--- src/rtl/logicnet_input_packer.sv ---
// logicnet_input_packer: quantizes one raw feature per beat and packs complete samples
// into a double-buffered flat vector for layer 0. Define LOGICNET_PACK_ROUND_EN for round-half-up.
module logicnet_input_packer #(
  parameter int unsigned NUM_FEATURES = 16,
  parameter int unsigned IN_WIDTH     = 8,
  parameter int unsigned FEATURE_BITS = 2,
  localparam int unsigned OUT_WIDTH   = NUM_FEATURES * FEATURE_BITS
) (
  input  logic                 clk,
  input  logic                 rst_n,
  input  logic                 s_valid,
  output logic                 s_ready,
  input  logic [IN_WIDTH-1:0]  s_data,
  input  logic                 s_last,
  output logic                 m_valid,
  input  logic                 m_ready,
  output logic [OUT_WIDTH-1:0] m_data,
  output logic                 err_len
);

  localparam int unsigned SHIFT    = IN_WIDTH - FEATURE_BITS;
  localparam int unsigned CNT_W    = $clog2(NUM_FEATURES);
  localparam logic [CNT_W-1:0] LAST_IDX = CNT_W'(NUM_FEATURES - 1);

`ifdef LOGICNET_PACK_ROUND_EN
  localparam logic [IN_WIDTH:0] HALF = (IN_WIDTH + 1)'(1) << (SHIFT - 1);
  localparam logic [IN_WIDTH:0] QMAX = (IN_WIDTH + 1)'((1 << FEATURE_BITS) - 1);
`endif

  typedef enum logic [1:0] {
    FILL  = 2'd0,
    HOLD  = 2'd1,
    DRAIN = 2'd2
  } state_t;

  state_t                 state_q, state_d;
  logic [CNT_W-1:0]       cnt_q, cnt_d;
  logic [OUT_WIDTH-1:0]   asm_q, asm_d, asm_ins_c;
  logic                   ovl_q, ovl_d;
  logic                   s_ready_d, m_valid_d, err_d, load_c;
  logic [OUT_WIDTH-1:0]   m_data_d;
  logic [FEATURE_BITS-1:0] q_c;
  logic                   beat_c, drain_c, room_c, is_end_c;

  // Feature quantizer; rounding adds half an LSB at IN_WIDTH+1 bits and saturates.
  function automatic logic [FEATURE_BITS-1:0] quant(input logic [IN_WIDTH-1:0] d);
`ifdef LOGICNET_PACK_ROUND_EN
    logic [IN_WIDTH:0] sum;
    logic [IN_WIDTH:0] r;
    sum = {1'b0, d} + HALF;
    r   = sum >> SHIFT;
    return (r > QMAX) ? '1 : FEATURE_BITS'(r);
`else
    return FEATURE_BITS'(d >> SHIFT);
`endif
  endfunction

  assign q_c      = quant(s_data);
  assign beat_c   = s_valid && s_ready;
  assign drain_c  = m_valid && m_ready;
  assign room_c   = !m_valid || m_ready;
  assign is_end_c = (cnt_q == LAST_IDX);

  // Assembly vector with the current beat's feature already in place.
  always_comb begin
    asm_ins_c = asm_q;
    asm_ins_c[32'(cnt_q) * FEATURE_BITS +: FEATURE_BITS] = q_c;
  end

  always_ff @(posedge clk or negedge rst_n) begin
    if (!rst_n) begin
      state_q <= FILL;
      cnt_q   <= '0;
      asm_q   <= '0;
      ovl_q   <= 1'b0;
      s_ready <= 1'b0;
      m_valid <= 1'b0;
      m_data  <= '0;
      err_len <= 1'b0;
    end else begin
      state_q <= state_d;
      cnt_q   <= cnt_d;
      asm_q   <= asm_d;
      ovl_q   <= ovl_d;
      s_ready <= s_ready_d;
      m_valid <= m_valid_d;
      m_data  <= m_data_d;
      err_len <= err_d;
    end
  end

  always_comb begin
    state_d = state_q;
    unique case (state_q)
      FILL: begin
        if (beat_c && is_end_c) begin
          if (!room_c)      state_d = HOLD;
          else if (!s_last) state_d = DRAIN;
        end
      end
      HOLD: begin
        if (drain_c) state_d = ovl_q ? DRAIN : FILL;
      end
      DRAIN: begin
        if (beat_c && s_last) state_d = FILL;
      end
      default: state_d = FILL;
    endcase
  end

  // Datapath and registered-output next values.
  always_comb begin
    cnt_d  = cnt_q;
    asm_d  = asm_q;
    ovl_d  = ovl_q;
    err_d  = 1'b0;
    load_c = 1'b0;
    case (state_q)
      FILL: begin
        if (beat_c) begin
          asm_d = asm_ins_c;
          if (is_end_c) begin
            cnt_d  = '0;
            err_d  = !s_last;
            ovl_d  = !s_last;
            load_c = room_c;
          end else if (s_last) begin
            cnt_d = '0;
            err_d = 1'b1;
          end else begin
            cnt_d = cnt_q + CNT_W'(1);
          end
        end
      end
      HOLD:    load_c = drain_c;
      default: ;
    endcase
    m_valid_d = load_c || (m_valid && !m_ready);
    m_data_d  = load_c ? asm_d : m_data;
    s_ready_d = (state_d != HOLD);
  end

endmodule
--- config.mk ---
export PLATFORM = sky130hd
export DESIGN_NAME = logicnet_input_packer
export DESIGN_NICKNAME = d
export VERILOG_FILES = /design/src/rtl/logicnet_input_packer.sv
export SDC_FILE = /design/constraint.sdc
export NUM_CORES = 1
export LEC_CHECK = 0
export ABC_AREA = 1
export BUFFER_PORTS_ARGS = -buffer_cell sky130_fd_sc_hd__buf_2
export CORE_MARGIN = 4
export CORE_UTILIZATION = 50
export DETAILED_ROUTE_END_ITERATION = 6
export GPL_TIMING_DRIVEN = 0
export PLACE_DENSITY_LB_ADDON = 0.08
export SETUP_SLACK_MARGIN = 0.05
export SYNTH_ARGS = -nofsm -noshare
export SYNTH_HDL_FRONTEND = slang
export SYNTH_SLANG_ARGS = --single-unit
--- constraint.sdc ---
create_clock -name clk -period 6.03 [get_ports clk]
set_clock_uncertainty 0.2 [all_clocks]
set_input_delay 0.3015 -clock clk [delete_from_list [all_inputs] [get_ports clk]]
set_output_delay 0.3015 -clock clk [all_outputs]
set_load 0.03 [all_outputs]
==> reports/qor.csv, run 1 <==
stage,metric,value,unit
hold_path,Worst Hold Class,input port to flip-flop,
die,die width,91.3,um
global_routing,global-route usage over all layers,0.192,
run,Max-Cap Viols,0,
yosys,post-synth top area cell,dfrtp_1,
global_routing,first-pass GRT wire length,12800,um
yosys,post-synth top area share,0.533,
die,Die ar.,0.00834,mm^2
layout,"commonest cells after routing, fill and taps aside","nand2_1, dfrtp_1, inv_1, buf_2, nand3_1",
hold_path,Hold Crit Depth,4,
sta,achievable frequency,0.382,GHz
critical_path,worst-path fanout max,10,
power,maximum VDD drop,0.224,mV
clock_network,Num CTS Buffers,9,
critical_path,Critical Path RT,6100,ps
detailed_routing,DR vias,2743,
clock_network,Clock transition at path regs,80,ps
layout,Antenna Cells,0,
critical_path,crit path DAT,2680,ps
die,core area,0.00676,mm^2
detailed_routing,Final ANT Viol Nets,0,
layout,area delta synth->final,15.7,%
critical_path,Crit. End Element,flip-flop,
detailed_routing,DR WL/cell,13.0,um
clock_network,Root Driver,clkbuf_8,
critical_path,r2r setup slk,3420,ps
sta,Rel. slew slack,0.547,
critical_path,critical path startpoint category,flip-flop,
layout,Fillers,640,
clock_network,Sink Count,74,
placed_design,hpwl dp,5350,um
yosys,"Seq/Total Area, Yosys",0.533,
power,Leak Pwr,2.17,nW
clock_network,H-tree depth,3,
layout,"commonest non-fill, non-tap cell in the layout",nand2_1,
die,die height,91.3,um
critical_path,start-to-end type of the worst setup path,flip-flop to flip-flop,
power,Design Power,1.69,mW
yosys,synthesized flop and latch total,74,
global_routing,largest net degree at the start of global routing,45,
critical_path,Reg-to-Reg Start,cnt_q[0],
sta,final hold vios,0,
critical_path,RR Endpoint,m_data[2],
sta,final setup fails,0,
sta,setup total negative slack,0,ps
status,status,completed,
yosys,synth top area cells,"dfrtp_1, nand2_1, inv_1, nand3_1, o21ai_1",
clock_network,PostCTS Resize Cnt,0,
clock_network,TritonCTS clock tree,yes,
yosys,mean post-synth cell area,8.41,um^2
clock_network,setup bufs post-CTS,0,
detailed_routing,WL final,7200,um
sta,RSZ-0062 raised after global routing,no,
yosys,Netlist cell types,25,
sta,Worst Max-Slew Pin Slew,674,ps
global_routing,vias in the first global route,2678,
die,IO Pins,48,
yosys,Syn Nets,431,
critical_path,crit path from,cnt_q[0],
placed_design,Port Buffers,41,
sta,Final min period,2610,ps
clock_network,cts hold-fix bufs,2,
critical_path,R2R cell count,8,
yosys,area of the mapped netlist,0.00347,mm^2
layout,Layout Nets,486,
detailed_routing,length of the first detailed-routing pass in iterations,4,
die,Starting Density,0.514,
layout,ratio of cells with drive above 1 in the final layout,0.199,
placed_design,GPL Wtd Cong,0.858,
die,std cell rows,30,
detailed_routing,DRC,0,
sta,Tcrit/Tclk final,0.434,
yosys,YS warnings,0,
clock_network,CTS Buffer Depth,2,
clock_network,Skew-Pair Late Insertion Delay,340,ps
sta,Final Max Tran Viols,0,
global_routing,initial antenna violation count,0,
yosys,Synth Instances,413,
critical_path,Setup crit end,m_data[2],
detailed_routing,Starting DRT DRC Count,116,
detailed_routing,drt via density,4.96,
global_routing,grt ovf,0,
power,PD cells,422,mW/mm^2
==> critical path, cell delays in order, from the launching register on <==
cell and delay [ps]:
dfrtp_1 420, inv_1 140, buf_2 210, ha_1 280, buf_2 190, inv_1 170
nor3_1 540, o21ai_0 260, o21ai_1 150
==> sequential cells by signal, summed over array words and instances, names as in the netlist <==
| name | flops |
|---|---|
| m_valid | 1 |
| m_data | 32 |
| cnt_q | 4 |
| asm_q | 32 |
| ovl_q | 1 |
| state_q | 2 |
| err_len | 1 |
| s_ready | 1 |
==> cells in the mapped netlist <==
cell type and number:
a2bb2oi_1 1, nand3b_1 1, o22ai_1 1, nor2_4 4
a21oi_1 6, dfrtp_1 74, nand3_2 6, inv_2 5
nor2_2 2, nand3_1 34, o21ai_1 20, nand4_1 15
ha_1 5, o21ai_0 7, inv_1 66, nand2_2 3
buf_2 8, nor2_1 10, o21ai_2 4, buf_4 1
and2_1 4, nand4_4 1, buf_6 3, nor3_1 6
nand2_1 126
==> layout make-up <==
cell class,count,area [um^2],share of cell area
Buffer,12,81.3,0.0202
Clock buffer,13,169,0.0420
Inverter,71,267,0.0663
Sequential cell,74,1850,0.461
Multi-Input combinational cell,256,1270,0.317
Timing Repair Buffer,44,255,0.0635
Tap cell,80,100,0.0249
Clock inverter,3,21.3,0.00529
==> worst min-delay path by stage <==
stage	start	end	slack (ps)
after global placement	asm_q[19]	asm_q[19]	250
after CTS	m_ready	m_valid	70
after global routing	m_ready	m_valid	90
after detailed placement	rst_n	m_data[2]	70
final	m_ready	m_valid	90
after floorplan	rst_n	asm_q[0]	-190
==> per-layer routing <==
metal	up-vias	share of wire	global-route usage
met5	-	0	0
met4	0	0.0092	0.0691
met3	6	0.031	0.0315
met2	44	0.45	0.291
met1	1290	0.51	0.278
li1	1403	-	-
==> stage by stage <==
| step | instance area [um^2] | util | worst slack, ps | cells | hold slack (ps) |
|---|---|---|---|---|---|
| global placement | 3780 | 0.559 | 3480 | 534 | 252 |
| CTS | 4020 | 0.595 | 3460 | 553 | 67.1 |
| finish | 4020 | 0.595 | 3420 | 553 | 86.8 |
| floorplan | 3470 | - | 3930 | 413 | -194 |
| global route | 4020 | 0.595 | 3140 | 553 | 89.2 |
| detailed placement | 3810 | 0.564 | 3470 | 535 | 66.6 |
==> power by group <==
group / switching [mW] / total [mW] / internal (mW)
clock network: 0.179 / 0.363 / 0.184
logic: 0.460 / 0.662 / 0.202
registers: 0.0481 / 0.669 / 0.621
==> cell families after synthesis <==
logic type,share of synthesized area
buffers and inverters,0.100
DFF,0.533
adders and majority gates,0.0180
AOI/OAI and AO/OA,0.0620
and+or+nand+nor,0.286
Note: power is estimated with default switching activity, not from simulation.
==> run 2, diff against run 1 <==
Clock period 6.03 ns to 2.35 ns, I/O delays scaled along.
==> reports/qor.csv, run 2 (same netlist as run 1, synthesis figures left out) <==
stage,metric,value,unit,change
status,status,completed,,unchanged
critical_path,start-to-end type of the worst setup path,flip-flop to flip-flop,,unchanged
die,core area,0.00676,mm^2,unchanged
critical_path,worst-path fanout max,10,,unchanged
power,Leak Pwr,2.23,nW,was 2.17 nW
layout,final core occ,0.624,,was 0.595
die,IO Pins,48,,unchanged
detailed_routing,length of the first detailed-routing pass in iterations,4,,unchanged
clock_network,Root Driver,clkbuf_8,,unchanged
layout,Layout Nets,496,,was 486
sta,Final Max Tran Viols,0,,unchanged
detailed_routing,DRC,0,,unchanged
layout,ratio of cells with drive above 1 in the final layout,0.257,,was 0.199
sta,Worst Max-Slew Pin Slew,438,ps,was 674 ps
die,die width,91.3,um,unchanged
detailed_routing,WL final,7340,um,was 7200 um
clock_network,Skew-Pair Late Insertion Delay,340,ps,about the same
run,Max-Cap Viols,0,,unchanged
die,Die ar.,0.00834,mm^2,unchanged
power,maximum VDD drop,0.620,mV,was 0.224 mV
critical_path,R2R cell count,10,,was 8
hold_path,Worst Hold Class,input port to asynchronous set/reset pin,,was input port to flip-flop
layout,Antenna Cells,0,,unchanged
global_routing,global-route usage over all layers,0.194,,was 0.192
die,Starting Density,0.514,,unchanged
global_routing,initial antenna violation count,0,,unchanged
die,std cell rows,30,,unchanged
detailed_routing,Starting DRT DRC Count,102,,was 116
sta,Tcrit/Tclk final,0.944,,was 0.434
sta,final setup fails,0,,unchanged
global_routing,first-pass GRT wire length,12900,um,was 12800 um
clock_network,Num CTS Buffers,9,,unchanged
placed_design,placed cells,535,,unchanged
die,die height,91.3,um,unchanged
clock_network,H-tree depth,3,,unchanged
sta,Setup WS post-layout,131,ps,was 3420 ps
placed_design,hpwl dp,5350,um,unchanged
placed_design,post-placement worst setup slack,-210,ps,was 3470 ps
detailed_routing,DR vias,2781,,was 2743
sta,final hold vios,0,,unchanged
placed_design,Port Buffers,41,,unchanged
sta,achievable frequency,0.451,GHz,was 0.382 GHz
detailed_routing,DR WL/cell,13.0,um,about the same
clock_network,Sink Count,74,,unchanged
clock_network,Clock transition at path regs,80,ps,about the same
placed_design,GPL Wtd Cong,0.858,,unchanged
layout,Largest regs,"asm_q (32), m_data (32), cnt_q (4)",,unchanged
clock_network,CTS Buffer Depth,2,,unchanged
global_routing,grt ovf,0,,unchanged
critical_path,crit path DAT,2300,ps,was 2680 ps
global_routing,largest net degree at the start of global routing,45,,unchanged
sta,RSZ-0062 raised after global routing,yes,,was no
critical_path,critical path startpoint category,flip-flop,,unchanged
layout,"commonest cells after routing, fill and taps aside","nand2_1, dfrtp_1, inv_1, buf_2, nand3_1",,unchanged
detailed_routing,drt via density,4.94,,was 4.96
sta,Final min period,2220,ps,was 2610 ps
layout,"commonest non-fill, non-tap cell in the layout",nand2_1,,unchanged
layout,area delta synth->final,21.4,%,was 15.7%
critical_path,Critical Path RT,2430,ps,was 6100 ps
clock_network,TritonCTS clock tree,yes,,unchanged
global_routing,vias in the first global route,2709,,was 2678
power,PD cells,1110,mW/mm^2,was 422 mW/mm^2
critical_path,Crit. End Element,flip-flop,,unchanged
layout,Non-Filler Instances,563,,was 553
detailed_routing,Final ANT Viol Nets,0,,unchanged
sta,Rel. slew slack,0.707,,was 0.547
==> run 2: cell count changes in the layout (fill, tap and decap cells not counted), moves of 3 or more <==
cell,previous run,this run
buf_4,2,11
nor3_1,6,2
nor2_1,10,7
inv_1,66,63
o21ai_2,4,8
nor2_4,4,7
nor3_2,0,4
==> run 2: through the flow <==
stage	setup TNS (ps)	hold slack, ps	total power, mW	cell area (um^2)
4_1_cts	0	30.2	4.49	4090
3_3_place_gp	-2290	164	3.36	3780
3_5_place_dp	-2470	-117	3.43	3810
5_1_grt	-65.5	76.4	5.03	4210
2_1_floorplan	0	-378	3.02	3470
6_report	0	45.8	4.67	4210
==> run 2: per-layer routing <==
metal | vias to the layer above | wire length, um | track usage
li1 | 1429 | - | -
met1 | 1288 | 3640 | 0.278
met2 | 55 | 3310 | 0.299
met3 | 9 | 292 | 0.0307
met4 | 0 | 97 | 0.0691
met5 | - | 0 | 0
==> run 2: cell type report <==
class                      instances  area, um^2
sequential                        74        1850
timing repair buffer              54         333
clock inverter                     3        21.3
tap                               80         100
clock buffer                      13         169
multi-input combinational        256        1370
buffer                            12        93.8
fill                             623        2540
inverter                          71         273
==> run 2: final timing paths <==
kind / end / slack [ps] / start
min in group clk: asm_q[19] / 50 / s_data[7]
setup / recovery: m_data[27] / 130 / cnt_q[0]
hold reg to reg: state_q[1] / 270 / state_q[0]
setup reg to reg: m_data[27] / 130 / cnt_q[0]
max in group asynchronous: asm_q[9] / 1340 / rst_n
hold / removal: m_data[2] / 50 / rst_n
==> run 2: worst max-delay path: stages (launching register included) <==
cell	delay [ps]
dfrtp_1	400
inv_4	70
buf_6	150
ha_1	270
buf_4	170
clkinvlp_4	180
nor3_2	270
inv_1	120
o21ai_1	190
nand2_1	90
nand2_1	60
==> run 2: timing repair <==
item / 4_1_cts / 5_1_grt
resized for setup: 11 / 22
hold buffers: 3 / 0
setup buffers: 4 / 5
pin swaps: 1 / 1
setup endpoints to repair: 58 / 58
endpoints found under the hold margin: 84 / 0
==> run 2: power by group <==
group,internal (mW),switching [mW]
registers,1.60,0.128
clock network,0.473,0.463
logic,0.702,1.30
==> run 3, diff against run 2 <==
Settings changed: ABC_AREA 1 to unset, BUFFER_PORTS_ARGS -buffer_cell sky130_fd_sc_hd__buf_2 to -buffer_cell sky130_fd_sc_hd__buf_4.
==> reports/qor.csv, run 3 <==
stage,metric,value,unit,change
status,status,"finished, violations left",,was completed
status,failing checks,negative setup slack,,
power,maximum VDD drop,0.428,mV,was 0.620 mV
power,switching pwr,870,uW,was 1.90 mW
placed_design,post-placement worst setup slack,-283,ps,was -210 ps
critical_path,critical path startpoint category,flip-flop,,unchanged
die,die height,90.8,um,was 91.3 um
placed_design,Port Buffers,40,,was 41
sta,achievable frequency,0.404,GHz,was 0.451 GHz
power,Leak Pwr,2.28,nW,was 2.23 nW
power,sequential share of power,0.408,,was 0.370
yosys,Main synth FF type,dfrtp_1,,unchanged
yosys,area of the mapped netlist,0.00343,mm^2,was 0.00347 mm^2
sta,setup total negative slack,-1460,ps,was 0 ps
clock_network,Num CTS Buffers,9,,unchanged
sta,Setup WS post-layout,-127,ps,was 131 ps
sta,Worst Max-Slew Pin Slew,931,ps,was 438 ps
yosys,Synth Instances,280,,was 413
detailed_routing,DR vias,2524,,was 2781
clock_network,Clock transition at path regs,80,ps,about the same
critical_path,R2R cell count,7,,was 10
power,PD cells,689,mW/mm^2,was 1110 mW/mm^2
clock_network,TritonCTS clock tree,yes,,unchanged
power,clock power share,0.390,,was 0.201
yosys,post-synth top area cell,dfrtp_1,,unchanged
placed_design,GPL Wtd Cong,0.846,,was 0.858
placed_design,placed cells,397,,was 535
critical_path,Critical Path RT,2380,ps,was 2430 ps
critical_path,largest stage delay on the critical path,400,ps,about the same
layout,"commonest cells after routing, fill and taps aside","dfrtp_1, buf_4, mux2_4, nand2_1, mux2_2",,"was nand2_1, dfrtp_1, inv_1, buf_2, nand3_1"
power,combinational power share,0.202,,was 0.430
yosys,synthesized flop and latch total,74,,unchanged
layout,footprint of the multi-input gates,0.00185,mm^2,was 0.00137 mm^2
sta,Tcrit/Tclk final,1.05,,was 0.944
global_routing,first-pass GRT wire length,13700,um,was 12900 um
layout,"commonest non-fill, non-tap cell in the layout",dfrtp_1,,was nand2_1
layout,Register Area,0.00186,mm^2,was 0.00185 mm^2
detailed_routing,DR WL/cell,18.8,um,was 13.0 um
critical_path,Reg-to-Reg Start,cnt_q[0],,unchanged
yosys,most frequent cell after synthesis,dfrtp_1,,was nand2_1
detailed_routing,Starting DRT DRC Count,137,,was 102
die,core area,0.00649,mm^2,was 0.00676 mm^2
sta,final hold vios,0,,unchanged
hold_path,Worst Hold Class,input port to asynchronous set/reset pin,,unchanged
critical_path,CP cell instances,buf_8 > nor3_4 > ha_1 > nand4bb_4 > a2111oi_4 > mux2_4 > mux2_4,,was inv_4 > buf_6 > ha_1 > buf_4 > clkinvlp_4 > nor3_2 > inv_1 > o21ai_1 > nand2_1 > nand2_1
yosys,async set-reset flop share out of synthesis,1.00,,unchanged
yosys,YS warnings,0,,unchanged
global_routing,vias in the first global route,2657,,was 2709
critical_path,r2r setup slk,-130,ps,was 130 ps
sta,final setup fails,20,,was 0
yosys,mean post-synth cell area,12.2,um^2,was 8.41 um^2
yosys,Netlist cell types,50,,was 25
detailed_routing,Final ANT Viol Nets,0,,unchanged
critical_path,"delay-heaviest family, CP",multiplexers,,was buffers and inverters
sta,Final min period,2480,ps,was 2220 ps
detailed_routing,length of the first detailed-routing pass in iterations,5,,was 4
die,Die ar.,0.00825,mm^2,was 0.00834 mm^2
sta,RSZ-0062 raised after global routing,yes,,unchanged
die,Starting Density,0.528,,was 0.514
power,Pint,2.45,mW,was 2.77 mW
yosys,synth top area cells,"dfrtp_1, mux2_2, o21ai_0, a2111oi_2, a31oi_1",,"was dfrtp_1, nand2_1, inv_1, nand3_1, o21ai_1"
die,die width,90.8,um,was 91.3 um
global_routing,global-route usage over all layers,0.210,,was 0.194
yosys,Commonest cells post-synth,"dfrtp_1, mux2_2, o21ai_0",,"was nand2_1, dfrtp_1, inv_1"
critical_path,Critical Path Most Common Cell,mux2_4,,was nand2_1
critical_path,slowest library cell on the worst path,dfrtp_2,,was dfrtp_1
detailed_routing,DRC,0,,unchanged
detailed_routing,drt via density,5.71,,was 4.94
critical_path,worst-path fanout max,6,,was 10
run,Max-Cap Viols,0,,unchanged
power,switching share of power,0.262,,was 0.406
layout,Non-Filler Instances,442,,was 563
clock_network,Root Driver,clkbuf_8,,unchanged
yosys,Post-synth EDFFs,0,,unchanged
sta,Hold Slack,214,ps,was 45.8 ps
die,std cell rows,29,,was 30
placed_design,Placed Area,0.00400,mm^2,was 0.00381 mm^2
global_routing,initial antenna violation count,0,,unchanged
global_routing,grt ovf,0,,unchanged
layout,final core occ,0.743,,was 0.624
clock_network,Sink Count,74,,unchanged
critical_path,RR Endpoint,m_data[4],,was m_data[27]
clock_network,H-tree depth,3,,unchanged
power,Design Power,3.32,mW,was 4.67 mW
layout,ratio of cells with drive above 1 in the final layout,0.501,,was 0.257
layout,area delta synth->final,40.7,%,was 21.4%
placed_design,hpwl dp,5050,um,was 5350 um
critical_path,Crit. End Element,flip-flop,,unchanged
global_routing,largest net degree at the start of global routing,75,,was 45
yosys,"Seq/Total Area, Yosys",0.540,,was 0.533
critical_path,crit path DAT,2510,ps,was 2300 ps
detailed_routing,WL final,8300,um,was 7340 um
yosys,post-synth top area share,0.540,,was 0.533
die,IO Pins,48,,unchanged
layout,post-route cell area,0.00482,mm^2,was 0.00421 mm^2
clock_network,CTS Buffer Depth,2,,unchanged
critical_path,Worst Path Buf+Inv,1,,was 5
critical_path,start-to-end type of the worst setup path,flip-flop to flip-flop,,unchanged
layout,Largest regs,"asm_q (32), m_data (32), cnt_q (4)",,unchanged
sta,Final Max Tran Viols,0,,unchanged
layout,Antenna Cells,0,,unchanged
clock_network,Skew-Pair Late Insertion Delay,340,ps,about the same
layout,Layout Nets,378,,was 496
sta,Rel. slew slack,0.379,,was 0.707
layout,Fillers,414,,was 623
yosys,Syn Nets,298,,was 431
[run 3: layout make-up]
type,count,area share
sequential,74,0.385
buffer,14,0.0306
clock inverter,7,0.0293
inverter,6,0.00830
tap,77,0.0200
multi-input combinational,185,0.384
timing repair buffer,70,0.118
clock buffer,9,0.0257
[run 3: how the worst max path moves through the flow]
stage / start / endpoint / slack (ps) / cells past startpoint
2_1_floorplan: cnt_q[0] / m_data[24] / -60 / 8
3_3_place_gp: cnt_q[0] / m_data[11] / -240 / 8
3_5_place_dp: cnt_q[0] / m_data[24] / -280 / 8
4_1_cts: cnt_q[2] / m_data[4] / -110 / 8
5_1_grt: cnt_q[0] / m_data[4] / -220 / 7
6_report: cnt_q[0] / m_data[4] / -130 / 7
[run 3: repair_timing]
item / in CTS / in global routing
hold buffers: 6 / 0
endpoints found under the setup margin: 45 / 41
pin swaps: 19 / 12
gates resized for setup: 44 / 46
hold endpoints to repair: 83 / 0
setup buffers: 19 / 5
[run 3: metal layers]
metal  up-vias  track usage  routed length (um)
met1      1243        0.283                3690
met3        21       0.0408                 335
met4         0       0.0766                 197
li1       1187            -                   -
met2        73        0.339                4080
met5         -            0                   0
[run 3: power groups by stage]
| stage | clock network [mW] | registers (mW) | logic (mW) |
|---|---|---|---|
| floorplan | 0 | 1.38 | 0.315 |
| global placement | 0 | 1.38 | 0.414 |
| detailed placement | 0 | 1.38 | 0.426 |
| CTS | 1.31 | 1.35 | 0.568 |
| global route | 1.37 | 1.36 | 0.719 |
| finish | 1.30 | 1.36 | 0.671 |
[run 3: kinds of logic (layout without fill, tap and decap cells)]
family                   count (synthesis)  in the layout  synth area share
AND/OR/NAND/NOR                         77             77             0.135
flip-flops                              74             74             0.540
AO/OA/AOI/OAI                           56             56             0.112
multiplexers                            44             44             0.147
buffers and inverters                   21            106            0.0325
adder cells (fa/ha/maj)                  5              5            0.0182
XOR/XNOR                                 3              3            0.0153
